[src/rtl/population_evaluation_scheduler_if.sv]
// Population evaluation scheduler bus.
// Host, processor and fitness signals grouped for the scheduler.
interface population_evaluation_scheduler_if #(
  parameter int IDX_W = 4
);
  logic             iStartGeneration;
  logic [7:0]       iPopulationSize;
  logic [IDX_W-1:0] oChromIndex;
  logic             oStartProcessing;
  logic             iReadyToProcess;
  logic             iDoneProcessing;
  logic [255:0]     iErrorSums;
  logic             oDoneProcessingFeedback;
  logic             oFitnessValid;
  logic [31:0]      oFitness;
  logic [IDX_W-1:0] oFitnessIndex;
  logic [IDX_W-1:0] oBestIndex;
  logic [31:0]      oBestFitness;
  logic             oBusy;
  logic             oGenerationDone;
  logic             oAborted;

  modport master (
    output iStartGeneration,
    output iPopulationSize,
    output iReadyToProcess,
    output iDoneProcessing,
    output iErrorSums,
    input  oChromIndex,
    input  oStartProcessing,
    input  oDoneProcessingFeedback,
    input  oFitnessValid,
    input  oFitness,
    input  oFitnessIndex,
    input  oBestIndex,
    input  oBestFitness,
    input  oBusy,
    input  oGenerationDone,
    input  oAborted
  );

  modport slave (
    input  iStartGeneration,
    input  iPopulationSize,
    input  iReadyToProcess,
    input  iDoneProcessing,
    input  iErrorSums,
    output oChromIndex,
    output oStartProcessing,
    output oDoneProcessingFeedback,
    output oFitnessValid,
    output oFitness,
    output oFitnessIndex,
    output oBestIndex,
    output oBestFitness,
    output oBusy,
    output oGenerationDone,
    output oAborted
  );
endinterface

[src/rtl/population_evaluation_scheduler.sv]
// Population evaluation scheduler.
// Runs each chromosome through the processor and reduces its fitness.
module population_evaluation_scheduler #(
  parameter int POP_SIZE       = 16,
  parameter int IDX_W          = 4,
  parameter int TIMEOUT_CYCLES = 2000000
) (
  input  logic iClock,
  input  logic iReset_n,
  population_evaluation_scheduler_if.slave bus
);

  typedef enum logic [2:0] {
    S_IDLE,
    S_LOAD,
    S_ARM,
    S_WAIT,
    S_SUM,
    S_ACK,
    S_DONE
  } state_t;

  localparam int WD_W = $clog2(TIMEOUT_CYCLES + 1);
  localparam logic [WD_W-1:0] WD_LAST =
    WD_W'(TIMEOUT_CYCLES - 1);
  localparam logic [IDX_W:0] POP_MAX =
    (IDX_W + 1)'(POP_SIZE);
  localparam logic [IDX_W:0] ONE =
    (IDX_W + 1)'(1);

  state_t state;
  state_t next;

  logic [IDX_W-1:0] idx;
  logic [IDX_W:0]   size;
  logic [WD_W-1:0]  wd;
  logic [31:0]      fit;
  logic [IDX_W-1:0] fit_idx;
  logic [31:0]      best_fit;
  logic [IDX_W-1:0] best_idx;
  logic             aborted;
  logic             first_ack;

  logic [IDX_W:0] size_in;
  logic [34:0]    sum;
  logic [31:0]    fit_sat;
  logic           last;
  logic           timeout;

  // Clamp the requested population to the table size
  always_comb begin
    size_in = (IDX_W + 1)'(bus.iPopulationSize);
    if (bus.iPopulationSize > 8'(POP_SIZE))
      size_in = POP_MAX;
  end

  // Wide reduction of the eight error sums with saturation
  always_comb begin
    sum = '0;
    for (int k = 0; k < 8; k++)
      sum = sum + {3'b000, bus.iErrorSums[32*k +: 32]};
    fit_sat = sum[31:0];
    if (sum > 35'h0_FFFF_FFFF)
      fit_sat = '1;
  end

  assign last    = ({1'b0, idx} == (size - ONE));
  assign timeout = (wd == WD_LAST);

  // State register
  always_ff @(posedge iClock) begin
    if (!iReset_n)
      state <= S_IDLE;
    else
      state <= next;
  end

  // Next-state decode
  always_comb begin
    next = state;
    unique case (state)
      S_IDLE:
        if (bus.iStartGeneration)
          next = (size_in == '0) ? S_DONE : S_LOAD;
      S_LOAD:
        next = S_ARM;
      S_ARM:
        if (bus.iReadyToProcess)
          next = S_WAIT;
      S_WAIT:
        if (bus.iDoneProcessing)
          next = S_SUM;
        else if (timeout)
          next = S_DONE;
      S_SUM:
        next = S_ACK;
      S_ACK:
        if (!bus.iDoneProcessing)
          next = last ? S_DONE : S_LOAD;
      S_DONE:
        next = S_IDLE;
      default:
        next = S_IDLE;
    endcase
  end

  // Index, watchdog, fitness and best-so-far tracking
  always_ff @(posedge iClock) begin
    if (!iReset_n) begin
      idx       <= '0;
      size      <= '0;
      wd        <= '0;
      fit       <= '0;
      fit_idx   <= '0;
      best_fit  <= '1;
      best_idx  <= '0;
      aborted   <= 1'b0;
      first_ack <= 1'b0;
    end else begin
      unique case (state)
        S_IDLE: begin
          if (bus.iStartGeneration) begin
            size     <= size_in;
            idx      <= '0;
            best_fit <= '1;
            best_idx <= '0;
            aborted  <= 1'b0;
          end
        end
        S_ARM: begin
          wd <= '0;
        end
        S_WAIT: begin
          if (!bus.iDoneProcessing) begin
            if (timeout)
              aborted <= 1'b1;
            else
              wd <= wd + 1'b1;
          end
        end
        S_SUM: begin
          fit       <= fit_sat;
          fit_idx   <= idx;
          first_ack <= 1'b1;
        end
        S_ACK: begin
          first_ack <= 1'b0;
          if (first_ack && (fit < best_fit)) begin
            best_fit <= fit;
            best_idx <= fit_idx;
          end
          if (!bus.iDoneProcessing && !last)
            idx <= idx + 1'b1;
        end
        default: begin
        end
      endcase
    end
  end

  assign bus.oChromIndex      = idx;
  assign bus.oStartProcessing =
    (state == S_ARM) & bus.iReadyToProcess;
  assign bus.oDoneProcessingFeedback = (state == S_ACK);
  assign bus.oFitnessValid    = (state == S_ACK) & first_ack;
  assign bus.oFitness         = fit;
  assign bus.oFitnessIndex    = fit_idx;
  assign bus.oBestIndex       = best_idx;
  assign bus.oBestFitness     = best_fit;
  assign bus.oBusy            = (state != S_IDLE);
  assign bus.oGenerationDone  = (state == S_DONE);
  assign bus.oAborted         = aborted;

endmodule

[src/flat_wrapper.sv]
// flat-port wrapper written by rule: the top's interface ports become plain ports
module population_evaluation_scheduler_flat 
#(
  parameter int POP_SIZE       = 16,
  parameter int IDX_W          = 4,
  parameter int TIMEOUT_CYCLES = 2000000
)
  (iClock, iReset_n, bus_iStartGeneration, bus_iPopulationSize, bus_iReadyToProcess, bus_iDoneProcessing, bus_iErrorSums, bus_oChromIndex, bus_oStartProcessing, bus_oDoneProcessingFeedback, bus_oFitnessValid, bus_oFitness, bus_oFitnessIndex, bus_oBestIndex, bus_oBestFitness, bus_oBusy, bus_oGenerationDone, bus_oAborted);
  population_evaluation_scheduler_if #(.IDX_W(IDX_W)) bus_i ();
  input  logic iClock;
  input  logic iReset_n;
  input wire logic [$bits(bus_i.iStartGeneration)-1:0] bus_iStartGeneration;
  input wire logic [$bits(bus_i.iPopulationSize)-1:0] bus_iPopulationSize;
  input wire logic [$bits(bus_i.iReadyToProcess)-1:0] bus_iReadyToProcess;
  input wire logic [$bits(bus_i.iDoneProcessing)-1:0] bus_iDoneProcessing;
  input wire logic [$bits(bus_i.iErrorSums)-1:0] bus_iErrorSums;
  output wire logic [$bits(bus_i.oChromIndex)-1:0] bus_oChromIndex;
  output wire logic [$bits(bus_i.oStartProcessing)-1:0] bus_oStartProcessing;
  output wire logic [$bits(bus_i.oDoneProcessingFeedback)-1:0] bus_oDoneProcessingFeedback;
  output wire logic [$bits(bus_i.oFitnessValid)-1:0] bus_oFitnessValid;
  output wire logic [$bits(bus_i.oFitness)-1:0] bus_oFitness;
  output wire logic [$bits(bus_i.oFitnessIndex)-1:0] bus_oFitnessIndex;
  output wire logic [$bits(bus_i.oBestIndex)-1:0] bus_oBestIndex;
  output wire logic [$bits(bus_i.oBestFitness)-1:0] bus_oBestFitness;
  output wire logic [$bits(bus_i.oBusy)-1:0] bus_oBusy;
  output wire logic [$bits(bus_i.oGenerationDone)-1:0] bus_oGenerationDone;
  output wire logic [$bits(bus_i.oAborted)-1:0] bus_oAborted;
  assign bus_i.iStartGeneration = bus_iStartGeneration;
  assign bus_i.iPopulationSize = bus_iPopulationSize;
  assign bus_i.iReadyToProcess = bus_iReadyToProcess;
  assign bus_i.iDoneProcessing = bus_iDoneProcessing;
  assign bus_i.iErrorSums = bus_iErrorSums;
  assign bus_oChromIndex = bus_i.oChromIndex;
  assign bus_oStartProcessing = bus_i.oStartProcessing;
  assign bus_oDoneProcessingFeedback = bus_i.oDoneProcessingFeedback;
  assign bus_oFitnessValid = bus_i.oFitnessValid;
  assign bus_oFitness = bus_i.oFitness;
  assign bus_oFitnessIndex = bus_i.oFitnessIndex;
  assign bus_oBestIndex = bus_i.oBestIndex;
  assign bus_oBestFitness = bus_i.oBestFitness;
  assign bus_oBusy = bus_i.oBusy;
  assign bus_oGenerationDone = bus_i.oGenerationDone;
  assign bus_oAborted = bus_i.oAborted;
  population_evaluation_scheduler #(.POP_SIZE(POP_SIZE), .IDX_W(IDX_W), .TIMEOUT_CYCLES(TIMEOUT_CYCLES)) u_core (.iClock(iClock), .iReset_n(iReset_n), .bus(bus_i));
endmodule
[config.mk]
export PLATFORM = sky130hd
export DESIGN_NAME = population_evaluation_scheduler_flat
export DESIGN_NICKNAME = d
export VERILOG_FILES = /design/src/rtl/population_evaluation_scheduler_if.sv /design/src/rtl/population_evaluation_scheduler.sv /design/src/flat_wrapper.sv
export SDC_FILE = /design/constraint.sdc
export NUM_CORES = 1
export LEC_CHECK = 0
export ABC_AREA = 0
export CAP_MARGIN = 20
export CORE_ASPECT_RATIO = 0.5
export CORE_UTILIZATION = 53
export CTS_CLUSTER_DIAMETER = 60
export DETAILED_ROUTE_END_ITERATION = 16
export PLACE_DENSITY = 0.87
export SLEW_MARGIN = 20
export SYNTH_ARGS = -nofsm -noshare
export SYNTH_HDL_FRONTEND = slang
export SYNTH_SLANG_ARGS = --single-unit
export TNS_END_PERCENT = 20
[constraint.sdc]
create_clock -name iClock -period 13.3 [get_ports iClock]
set_input_delay 2.66 -clock iClock [delete_from_list [all_inputs] [get_ports iClock]]
set_output_delay 2.66 -clock iClock [all_outputs]
set_load 0.01 [all_outputs]
==> flow_metrics.py <==
metrics = {
    "die": {
        "core_area_mm2": 0.02323,
        "initial_core_util": 0.5494,
        "pin_count": 351,
        "die_x_um": 221.4,
        "num_rows": 39,
        "die-area_mm2": 0.02474,
        "die_h_um": 111.7,
    },
    "synth": {
        "synth_top_family_by_area": "adder cells",
        "synthAdderAreaFrac": 0.3524,
        "yosys.area.top_type": "fa_1",
        "synthSimpleGateAreaFrac": 0.1277,
        "synthMuxAreaShare": 0.02990,
        "synth_commonest_cells": "inv_1 (272), fa_1 (159), nand2_1 (148)",
        "synth-compound-area-share": 0.1683,
        "synth_nets": 2001,
        "yosys-top-cells-area": "fa_1 (25%), dfxtp_1 (17%), ha_1 (10%)",
        "syn-cell-area_mm2": 0.01276,
        "synthDistinctLibCells": 77,
        "ys_seq_elements": 107,
        "synth_xor_area_frac": 0.05412,
        "synth_top_area_share": 0.2494,
        "synth_warnings": 0,
        "synth_top_flop_cell": "dfxtp_1",
        "yosysSeqAreaShare": 0.1679,
        "synth_edf_count": 0,
        "netlist_instances": 1468,
        "synth.most_common_cell": "inv_1",
        "synthArstFlopShare": 0,
        "syn_area_per_cell_um2": 8.693,
    },
    "drt": {
        "ant_nets": 0,
        "routed_wl_um": 33250,
        "vias": 11268,
        "drt_first_iter_violations": 782,
        "vias_per_cell": 5.353,
        "drc_errors": 0,
        "routedWlPerCell_um": 15.80,
        "drtPass1Iterations": 5,
    },
    "grt": {
        "antenna_found_initial": 0,
        "grt_pass1_wl_um": 54880,
        "track_usage": 0.2742,
        "gr-total-overflow": 0,
        "grt_pass1_vias": 11354,
        "grt_max_degree": 69,
    },
    "finish": {
        "fillers": 1771,
        "final_cells": 2105,
        "regArea_mm2": 0.002142,
        "fin_nets": 2326,
        "drive_gt1_frac": 0.04616,
        "num_antenna_cells": 0,
        "areaGrowthSynthToFinish_pct": 30.90,
        "multi_input_comb_area_mm2": 0.009358,
    },
    "power": {
        "powerDensity_mw_per_mm2": 224.5,
        "p_leak_nw": 8.035,
        "peakVddDrop_mv": 0.2062,
    },
    "worst_setup_path": {
        "cp_max_fo": 30,
        "critPathKind": "in2reg",
        "cp_slowest_cell": "nor2_4",
        "crit_path_start_kind": "primary input",
        "r2r_start": "u_core.bus.oBestFitness[18]$_SDFFE_PN1P_",
        "crit_path_end_kind": "flip-flop",
        "crit_top_cell": "fa_1",
        "r2r_cells": 10,
        "cp_slowest_stage_delay_ns": 0.83,
        "crit_arrival_ns": 10.70,
        "crit_path_start": "bus_iErrorSums[1]",
        "crit_required_ns": 13.50,
    },
    "place": {
        "dp.cells": 2089,
        "io_buffers": 350,
        "dp.final_hpwl_um": 28430,
        "place_congestion": 0.9533,
    },
    "timing": {
        "slew_viol_final": 0,
        "finalCritPeriodShare": 0.7894,
        "max_freq_ghz": 0.09525,
        "slew_headroom": 0.3020,
        "worstMarginPinSlew_ns": 1.045,
        "rsz0062_at_grt": "no",
        "fin_tns_setup_ns": 0,
        "period_needed_ns": 10.50,
        "finClkSkew_ns": 0.01643,
        "hold_viol": 0,
        "setup_viol": 0,
    },
    "cts": {
        "ctsResizeCount": 0,
        "clock_sinks": 107,
        "cts_tree": "yes",
        "ctsHoldBuffers": 0,
        "path_clk_slew_ns": 0.07,
        "post-cts-setup-buffers": 0,
        "cts_buffer_depth": 2,
        "worstSkewPairLatency_ns": 0.36,
        "cts_buffers": 9,
        "cts-htree-levels": 3,
        "cts-root-buf": "clkbuf_16",
    },
    "hold_path": {
        "holdCritPathClass": "reg2reg",
        "hp-start": "u_core.bus.oFitnessIndex[0]$_SDFFE_PN0P_",
        "whs_path_depth": 2,
    },
    "flow_run": {
        "max_cap_violations": 0,
    },
    "outcome": {
        "status": "finished clean",
    },
}
[per-stage QoR]
step	cell area, um2	hold slack (ns)	setup WS [ns]	power [W]	util
after CTS	16700	0.4839	2.929	0.003728	0.7191
after detailed placement	16420	0.4716	2.586	0.003462	0.7071
after floorplan	12760	0.4663	4.383	0.002842	-
after global routing	16700	0.4960	2.429	0.004136	0.7191
final	16700	0.4888	2.801	0.003750	0.7191
after global placement	16420	0.4683	2.769	0.003411	0.7071
[registers in the layout, indices dropped and copies added (netlist names), 3 cells and up]
signal	cells
u_core.bus.oFitnessIndex	4
u_core.bus.oChromIndex	4
u_core.bus.oBestIndex	4
u_core.bus.oFitness	32
u_core.bus.oBestFitness	32
u_core.state	3
u_core.size	5
u_core.wd	21
[routing by layer]
metal	wire length, um	vias to the layer above	track usage
li1	-	5453	-
met1	14270	5397	0.3506
met2	16330	356	0.4885
met3	1859	62	0.03853
met4	796	0	0.07361
met5	0	-	0
[cells by family after synthesis]
kind of cell             count (synthesis)
AND/OR/NAND/NOR                        348
multiplexers                            38
XOR/XNOR                                78
buffers and inverters                  311
flip-flops                             107
AO/OA/AOI/OAI                          322
adder cells (fa/ha/maj)                264
[report_power, final]
part	total (W)	switching [W]	internal [W]	leakage, nW
clock	0.000257	0.000123	0.000133	0.136
combinational	0.00316	0.00187	0.00129	7.03
sequential	0.000337	0.0000101	0.000327	0.864
total	0.00375	0.00201	0.00175	8.03
[worst max-delay path, delay by kind of cell]
kind                     cells  cell delay (ns)
buffers and inverters        3             0.54
AND/OR/NAND/NOR              3             1.50
adder cells (fa/ha/maj)      6             2.59
multiplexers                 1             0.16
XOR/XNOR                     1             0.15
AO/OA/AOI/OAI               13             3.10
[area by class of cell]
cell class              instances  share of cell area
multi-input cells            1050              0.5602
repair buffers                353              0.2108
flip-flops and latches        107              0.1282
inverters                     272             0.06112
well taps                     307             0.02300
clock buffers                  11             0.01453
clock inverters                 5            0.002097
[path summary, 6_finish.rpt]
kind | to | slack (ns)
worst max-delay path | u_core.bus.oFitness[2]$_SDFFE_PN0P_ | 2.80
worst min-delay path | u_core.bus.oFitnessIndex[0]$_SDFFE_PN0P_ | 0.49
worst max register to register | u_core.bus.oBestFitness[20]$_SDFFE_PN1P_ | 10.05
worst min register to register | u_core.bus.oFitnessIndex[0]$_SDFFE_PN0P_ | 0.49
[cells in the final DEF (no fill, tap or decap), types with 13 or more instances in the layout]
| cell type | instances |
|---|---|
| clkdlybuf4s50_1 | 349 |
| inv_1 | 272 |
| fa_1 | 159 |
| nand2_1 | 148 |
| dfxtp_1 | 107 |
| ha_1 | 105 |
| a21oi_1 | 85 |
| nor2_1 | 79 |
| o21ai_0 | 76 |
| xor2_1 | 42 |
| a21o_1 | 38 |
| a21oi_2 | 37 |
| mux2i_1 | 37 |
| xnor2_1 | 35 |
| nand3_1 | 23 |
| nand4_1 | 13 |
| nand2b_1 | 13 |
| nor2b_1 | 13 |
Note: power is estimated with default switching activity, not from simulation.
